## src/rtl/grid_writer_pkg.sv

```systemverilog
// Shared grid geometry and command opcodes for the grid writer and the pixel reader.
// The geometry constants also serve as the default parameter values of the blocks that use them.
package grid_writer_pkg;

  localparam int unsigned GRID_COLS  = 40;
  localparam int unsigned GRID_ROWS  = 30;
  localparam int unsigned GRID_CELLS = GRID_COLS * GRID_ROWS;

  typedef enum logic [2:0] {
    OpNop       = 3'd0,
    OpSet       = 3'd1,
    OpClear     = 3'd2,
    OpToggle    = 3'd3,
    OpClearAll  = 3'd4,
    OpFillAll   = 3'd5,
    OpFillRow   = 3'd6,
    OpInvertAll = 3'd7
  } grid_op_e;

  function automatic logic is_sweep_op(grid_op_e op);
    return (op == OpClearAll) || (op == OpFillAll) || (op == OpInvertAll);
  endfunction

endpackage

```

## src/rtl/grid_row_op.sv

```systemverilog
// Computes the next value of one grid row from its current value and an opcode.
// Cell ops only touch the column selected by col, and only when col_valid is set.
module grid_row_op
  import grid_writer_pkg::*;
#(
  parameter int unsigned COLS = GRID_COLS
) (
  input  logic [COLS-1:0] old_row,
  input  logic [2:0]      op,
  input  logic [5:0]      col,
  input  logic            col_valid,
  output logic [COLS-1:0] new_row
);

  logic [COLS-1:0] cell_mask;

  always_comb begin
    cell_mask = '0;
    for (int unsigned i = 0; i < COLS; i++) begin
      cell_mask[i] = col_valid && (32'(col) == i);
    end
  end

  always_comb begin
    new_row = old_row;
    unique case (grid_op_e'(op))
      OpSet:                 new_row = old_row | cell_mask;
      OpClear:               new_row = old_row & ~cell_mask;
      OpToggle:              new_row = old_row ^ cell_mask;
      OpFillRow, OpFillAll:  new_row = '1;
      OpClearAll:            new_row = '0;
      OpInvertAll:           new_row = ~old_row;
      default:               new_row = old_row;
    endcase
  end

endmodule

```

## src/rtl/grid_writer.sv

```systemverilog
// Command-driven writer for a cell bitmap: single-cell and single-row ops finish in one cycle,
// whole-grid ops sweep one row per cycle while the block reports busy.
module grid_writer #(
  parameter int unsigned GRID_COLS = grid_writer_pkg::GRID_COLS,
  parameter int unsigned GRID_ROWS = grid_writer_pkg::GRID_ROWS
) (
  input  logic                             clk_74a,
  input  logic                             reset,
  input  logic                             cmd_valid,
  output logic                             cmd_ready,
  input  logic [2:0]                       cmd_op,
  input  logic [5:0]                       cmd_col,
  input  logic [4:0]                       cmd_row,
  output logic [0:GRID_ROWS*GRID_COLS-1]   grid_ram,
  output logic                             busy,
  output logic                             cmd_error
);

  import grid_writer_pkg::*;

  typedef enum logic {StIdle, StSweep} state_e;

  state_e                 state_q, state_d;
  grid_op_e               op_q, op_d;
  logic [4:0]             row_cnt_q, row_cnt_d;
  logic                   err_q, err_d;
  logic [GRID_COLS-1:0]   rows_q [GRID_ROWS];

  logic                   row_ok, col_ok;
  logic                   row_we;
  logic [4:0]             sel_row;
  logic [2:0]             ro_op;
  logic                   ro_col_valid;
  logic [GRID_COLS-1:0]   old_row, new_row;

  assign row_ok    = 32'(cmd_row) < GRID_ROWS;
  assign col_ok    = 32'(cmd_col) < GRID_COLS;
  assign cmd_ready = (state_q == StIdle);
  assign busy      = (state_q == StSweep);
  assign cmd_error = err_q;

  always_comb begin
    state_d      = state_q;
    op_d         = op_q;
    row_cnt_d    = row_cnt_q;
    err_d        = 1'b0;
    row_we       = 1'b0;
    sel_row      = row_ok ? cmd_row : 5'd0;
    ro_op        = cmd_op;
    ro_col_valid = 1'b0;

    unique case (state_q)
      StIdle: begin
        if (cmd_valid) begin
          unique case (grid_op_e'(cmd_op))
            OpSet, OpClear, OpToggle: begin
              if (row_ok && col_ok) begin
                row_we       = 1'b1;
                ro_col_valid = 1'b1;
              end else begin
                err_d = 1'b1;
              end
            end
            OpFillRow: begin
              if (row_ok) row_we = 1'b1;
              else        err_d  = 1'b1;
            end
            OpClearAll, OpFillAll, OpInvertAll: begin
              state_d   = StSweep;
              op_d      = grid_op_e'(cmd_op);
              row_cnt_d = 5'd0;
            end
            default: ;
          endcase
        end
      end
      StSweep: begin
        sel_row = row_cnt_q;
        ro_op   = op_q;
        row_we  = 1'b1;
        // Counter parks on the last row instead of wrapping.
        if (row_cnt_q == 5'(GRID_ROWS - 1)) state_d = StIdle;
        else                                 row_cnt_d = row_cnt_q + 5'd1;
      end
      default: state_d = StIdle;
    endcase
  end

  assign old_row = rows_q[sel_row];

  grid_row_op #(
    .COLS(GRID_COLS)
  ) u_row_op (
    .old_row   (old_row),
    .op        (ro_op),
    .col       (cmd_col),
    .col_valid (ro_col_valid),
    .new_row   (new_row)
  );

  always_ff @(posedge clk_74a or posedge reset) begin
    if (reset) begin
      state_q   <= StIdle;
      op_q      <= OpNop;
      row_cnt_q <= 5'd0;
      err_q     <= 1'b0;
      for (int r = 0; r < int'(GRID_ROWS); r++) rows_q[r] <= '0;
    end else begin
      state_q   <= state_d;
      op_q      <= op_d;
      row_cnt_q <= row_cnt_d;
      err_q     <= err_d;
      if (row_we) rows_q[sel_row] <= new_row;
    end
  end

  always_comb begin
    grid_ram = '0;
    for (int r = 0; r < int'(GRID_ROWS); r++) begin
      for (int c = 0; c < int'(GRID_COLS); c++) begin
        grid_ram[r * int'(GRID_COLS) + c] = rows_q[r][c];
      end
    end
  end

endmodule

```

## config.mk

```make
export PLATFORM = sky130hd
export DESIGN_NAME = grid_writer
export DESIGN_NICKNAME = d
export VERILOG_FILES = /design/src/rtl/grid_writer_pkg.sv /design/src/rtl/grid_row_op.sv /design/src/rtl/grid_writer.sv
export SDC_FILE = /design/constraint.sdc
export NUM_CORES = 2
export LEC_CHECK = 0
export BUFFER_PORTS_ARGS = -buffer_cell sky130_fd_sc_hd__clkbuf_2
export CAP_MARGIN = 20
export CORE_AREA = 2 2 482 484
export DETAILED_ROUTE_END_ITERATION = 8
export DIE_AREA = 0 0 484 486
export PLACE_DENSITY = 0.43
export SLEW_MARGIN = 20
export SYNTH_ARGS = -nofsm -noshare
export SYNTH_HDL_FRONTEND = slang
export SYNTH_SLANG_ARGS = --single-unit
```

## constraint.sdc

```tcl
create_clock -name clk_74a -period 41.2 [get_ports clk_74a]
set_clock_uncertainty 0.2 [all_clocks]
set_input_delay 2.06 -clock clk_74a [delete_from_list [all_inputs] [get_ports clk_74a]]
set_output_delay 2.06 -clock clk_74a [all_outputs]
set_load 0.005 [all_outputs]
```

# Word level (Yosys, flattened, before mapping)
# Cells that the tools add are included.
# word_totals
reg_bits	1210
latchBits	0
ram_bits	0
romBits	0
out_inout_bits	1203
mem_count	0
# classes
n_addsub	1
mul	0
div_mod_pow	0
n_lt_le_gt_ge	4
n_eq_ne	57
shifts	0
n_mux	31
bitwise	7
reduce_logical	48
# op_table
cell	n
1200-bit bitwise mux	1
40-bit one-hot mux with 6 select lines	1
40-bit binary-select mux with 5-bit select	1
40-bit demux with 5-bit select	1
40-bit 2-to-1 mux	3
6-bit by 5-bit == test with 1-bit output (second input constant)	16
40-bit NOT	2
6-bit by 4-bit == test with 1-bit output (second input constant)	8
6-bit == test (second input constant)	8
1-bit logical AND	42
40-bit bitwise AND	1
40-bit OR	1
40-bit bitwise XOR	1
5-bit 2-to-1 mux	5
3-bit == test (second input constant)	8
6-bit by 3-bit == test with 1-bit output (second input constant)	4
1-bit 2-to-1 mux	13
3-bit by 2-bit == test with 1-bit output (second input constant)	4
6-bit by 2-bit == test with 1-bit output (second input constant)	2
5-bit one-hot mux with 2 select lines	1
1-bit one-hot mux with 2 select lines	4
3-bit by 1-bit == test with 1-bit output (second input constant)	2
6-bit by 1-bit == test with 1-bit output (second input constant)	1
6-bit greater-or-equal comparator (second input constant)	1
other kinds (14)	17

# Logic depth before layout (Yosys ltp)
# logic_depth
ltp_word	11
depth_mapped	20

# By module
# From an unflattened synthesis, not the netlist that was laid out.
# unflattened
cells_unflattened	4565
area_unflattened_um2	58267.1
# modules_own_cells
mod	n_inst	cells_each	area_each_um2
grid_writer	1	4048	54793.8
grid_row_op	1	517	3473.3

# Worst setup path before layout
# Ideal clock, no wire load.
# synth_timing
path_kind	input -> register
from	in cmd_row[2]
to	reg rows_q, in the netlist grid_ram[1015]
t_arrival_ns	5.031
path_slack_ns	35.886
path_stages	19
n_path_buf	5
cell_sequence	buf_2 and4_4 buf_6 o21ai_4 buf_4 buf_2 nand2_1 a32oi_1 o21ai_0 nor4_2 inv_1 ha_1 nand2_1 o21ai_0 a221oi_1 o21a_1 mux2i_1 buf_2 o21ai_0
# synth_between
elab_chain_len	11
word_cells_on_any_way	29
cone_classes	order compare (3); mux (17); bitwise (6); reduce/logical (3)
# synth_rtl
item	line	source
start, declared	grid_writer.sv:13	input logic [4:0] cmd_row,
parallel branches: the longest is 11 deep, another holds 5-bit < comparator	n/a	
end signal, assigned by index	grid_writer.sv:113	if (row_we) rows_q[sel_row] <= new_row;
end, declared	grid_writer.sv:27	logic [GRID_COLS-1:0] rows_q [GRID_ROWS];
# Several ways; the timed one is not identified. The select of a mux whose other input is x is not followed.
# A chain may end at the register's enable or synchronous reset.

# Final worst setup path
# layout_timing
from	in cmd_row[4]
to	reg rows_q, in the netlist grid_ram[1077]
# Same word-level chain as after synthesis.

==> impl_metrics.tcl <==
set metrics [dict create \
    antenna_found_initial 33 \
    period_minus_slack_ps 7190 \
    first_pass_iters 5 \
    synth_async_sr_flop_share 1.000 \
    ys_warn_count 0 \
    max_cap_violations 0 \
    holdPathEnd "op_q[1]" \
    yosysTopAreaCell "dfrtp_1" \
    total_power_mw 8.690 \
    grt_setup_unrepaired "false" \
    syn_to_final_growth_pct 24.46 \
    reg2reg_depth 17 \
    crit_path_top_delay_cell "o22ai_4" \
    synth-simple-area-share 0.04211 \
    gr-total-overflow 0 \
    path_delay_family "buffers and inverters" \
    synth_cells 4874 \
    endpoint_kind "flip-flop" \
    holdPathStages 1 \
    drv_slew 0 \
    worst-setup-path-type "in2reg" \
    grtUsageTotal 0.2931 \
    dp.cells 8803 \
    synth_edf_count 0 \
    vias_per_cell 5.330 \
    worstMarginPinSlew_ps 1193 \
    postCtsResizedCells 0 \
    r2r-start "busy" \
    die_h_um 486 \
    layout_commonest_cell "clkbuf_2" \
    synth-seq-cells 1210 \
    grt.busiest_layer "met2" \
    rows 176 \
    dieArea_sq_mm 0.2352 \
    numCtsBuffers 155 \
    critPathMaxFanout 35 \
    grt_util_met2 0.4967 \
    fin_nets 6034 \
    ys_seq_area_frac 0.5003 \
    cts_hold_buf 0 \
    grt_util_met3 0.08645 \
    synth_top_family_by_area "multiplexers" \
    dr.first_iter.drc_count 3798 \
    startpoint_type "primary input" \
    hpwl_um 251600 \
    start_util 0.2637 \
    num_io_pins 1220 \
    fin_cells 9098 \
    cts_tree "done" \
    peakVddDrop_v 0.00006864 \
    setup_viol 0 \
    slowest_delay_ps 870 \
    placed_cell_area_sq_mm 0.07009 \
    cts_buffer_depth 3 \
    die-width_um 484 \
    arrival_ps 7690 \
    syn_area_per_cell_sq_um 12.42 \
    min_from "op_q[1]" \
    period_share 0.1745 \
    routabilityCongestion 0.8610 \
    final_area_sq_mm 0.07532 \
    cp.required_ps 41700 \
    port-buffer-count 1219 \
    grt_max_degree 180 \
    ff2ff_setup_slack_ps 34450 \
    wl_per_cell_um 39.10 \
    met1_usage 0.3454 \
    dr_total_vias 48500 \
    synth_area_leaders "dfrtp_1, mux2_2, mux2i_1" \
    core_area_sq_mm 0.2295 \
    outcome "finished, final reports clean" \
    relSlewSlack 0.2043 \
    routed_wl_um 355700 \
    grt_pass1_wl_um 470900 \
    htreeDepth 4 \
    timing.hold.worst.class "reg2reg" \
    synth_xor_area_frac 0.0002894 \
    cts_setup_buffers 0 \
    synthAdderAreaFrac 0.01695 \
    synthMuxAreaShare 0.2850 \
    power.density_mw_per_mm2 115.4 \
    setup_tns_ps 0 \
    leakage_nw 35.64 \
    hold_viol_final 0 \
    drive_gt1_frac 0.4690 \
    first_global_vias 48990 \
    synth_ff_type "dfrtp_1" \
    layout_common_cells "clkbuf_2, dfrtp_1, mux2_2" \
    ys_types 69 \
    clock_sinks 1210 \
    timing.rr.end "grid_ram[594]" \
    syn_nets 4973 \
    synth_top_area_frac 0.5003 \
    fin_util 0.3283 \
    cts.clk_slew.worst_paths_ps 50 \
    drc 0 \
    path_buf_inv 5 \
    syn_area_sq_mm 0.06052 \
    crit_chain "clkbuf_2 -> nand4_1 -> a21oi_4 -> buf_4 -> buf_4 -> buf_4 -> mux2_2 -> a2111oi_0 -> and3_1 -> inv_1 -> ha_1 -> a21oi_1 -> o21ai_0 -> o22ai_4 -> mux2_2" \
    critPathLaunch "cmd_row[4]" \
    ant_nets 0 \
    clk_latency_ps 830 \
    synth_compound_area_frac 0.1116 \
    clockRootBuffer "clkbuf_16" \
    fmax_mhz 139.1 \
    path_common_cell "buf_4" \
]
## power by group
group	switching, mW	internal [mW]
Clock	0.589	0.810
Combinational	3.32	1.67
Sequential	0.547	1.76
## final cells by class
class                   count  area, sq um
multi-input cells        3126        28320
fillers                 23430       154100
clock buffers             231         4496
diodes                     15        37.54
flip-flops and latches   1210        30280
repair buffers           1391         7541
inverters                  51        198.9
clock inverters            48        661.9
well taps                3026         3786
## state kept, by name, indices dropped and copies added, names as in the netlist
signal     cells
op_q           3
grid_ram    1200
busy           1
cmd_error      1
row_cnt_q      5
## kinds of logic (layout without fill, tap and decap cells)
logic type / count (synthesis) / in the layout
buffers and inverters: 538 / 1721
multiplexers: 1586 / 1586
AO/OA/AOI/OAI: 949 / 949
flip-flops: 1210 / 1210
other: 0 / 15
adder cells (fa/ha/maj): 82 / 82
AND/OR/NAND/NOR: 507 / 507
XOR/XNOR: 2 / 2
## worst reg2reg max path: cells and delay by family (launching register included)
family	cells	cell delay (ps)
AND/OR/NAND/NOR	4	1350
flip-flops	1	610
buffers and inverters	5	2030
AO/OA/AOI/OAI	6	2110
adder cells (fa/ha/maj)	1	180
multiplexers	1	210
## stage by stage
step / setup WS, ps / hold WS (ps)
final: 34010 / 324.3
after global routing: 33730 / 342.4
after CTS: 34010 / 309.9
after detailed placement: 33140 / 296.3
after global placement: 32380 / 292.7
after floorplan: 4850 / 256.7
## cell usage after synthesis (20+ instances only)
library cell  number
nor3_1            29
o211a_1          161
o2111ai_1         20
a211oi_1         160
dfrtp_1         1210
nor2_1           166
nand2_1          189
nand3_1           23
a32oi_1           40
inv_1             45
buf_2            172
o21ai_0          177
buf_4             75
mux2i_1          500
ha_1              82
mux2_2          1085
a21oi_1          171
clkbuf_1         212
o22ai_1           79
nor4_2            23
a221oi_1          23
## worst max path at each step
stage	endpoint	slack, ps	cells after the start
6_report	grid_ram[1077]	34010	15
5_1_grt	grid_ram[1037]	33730	15
4_1_cts	grid_ram[594]	34010	17
3_5_place_dp	grid_ram[274]	33140	17
3_3_place_gp	grid_ram[78]	32380	16
2_1_floorplan	busy	4850	1
## per-layer routing
metal,wire length (um),up-vias,share of wire
li1,-,20170,-
met2,173200,2003,0.49
met4,15750,0,0.044
met5,0,-,0
met3,28420,415,0.080
met1,138300,25900,0.39
No activity file was read; power rests on OpenSTA's default activity.
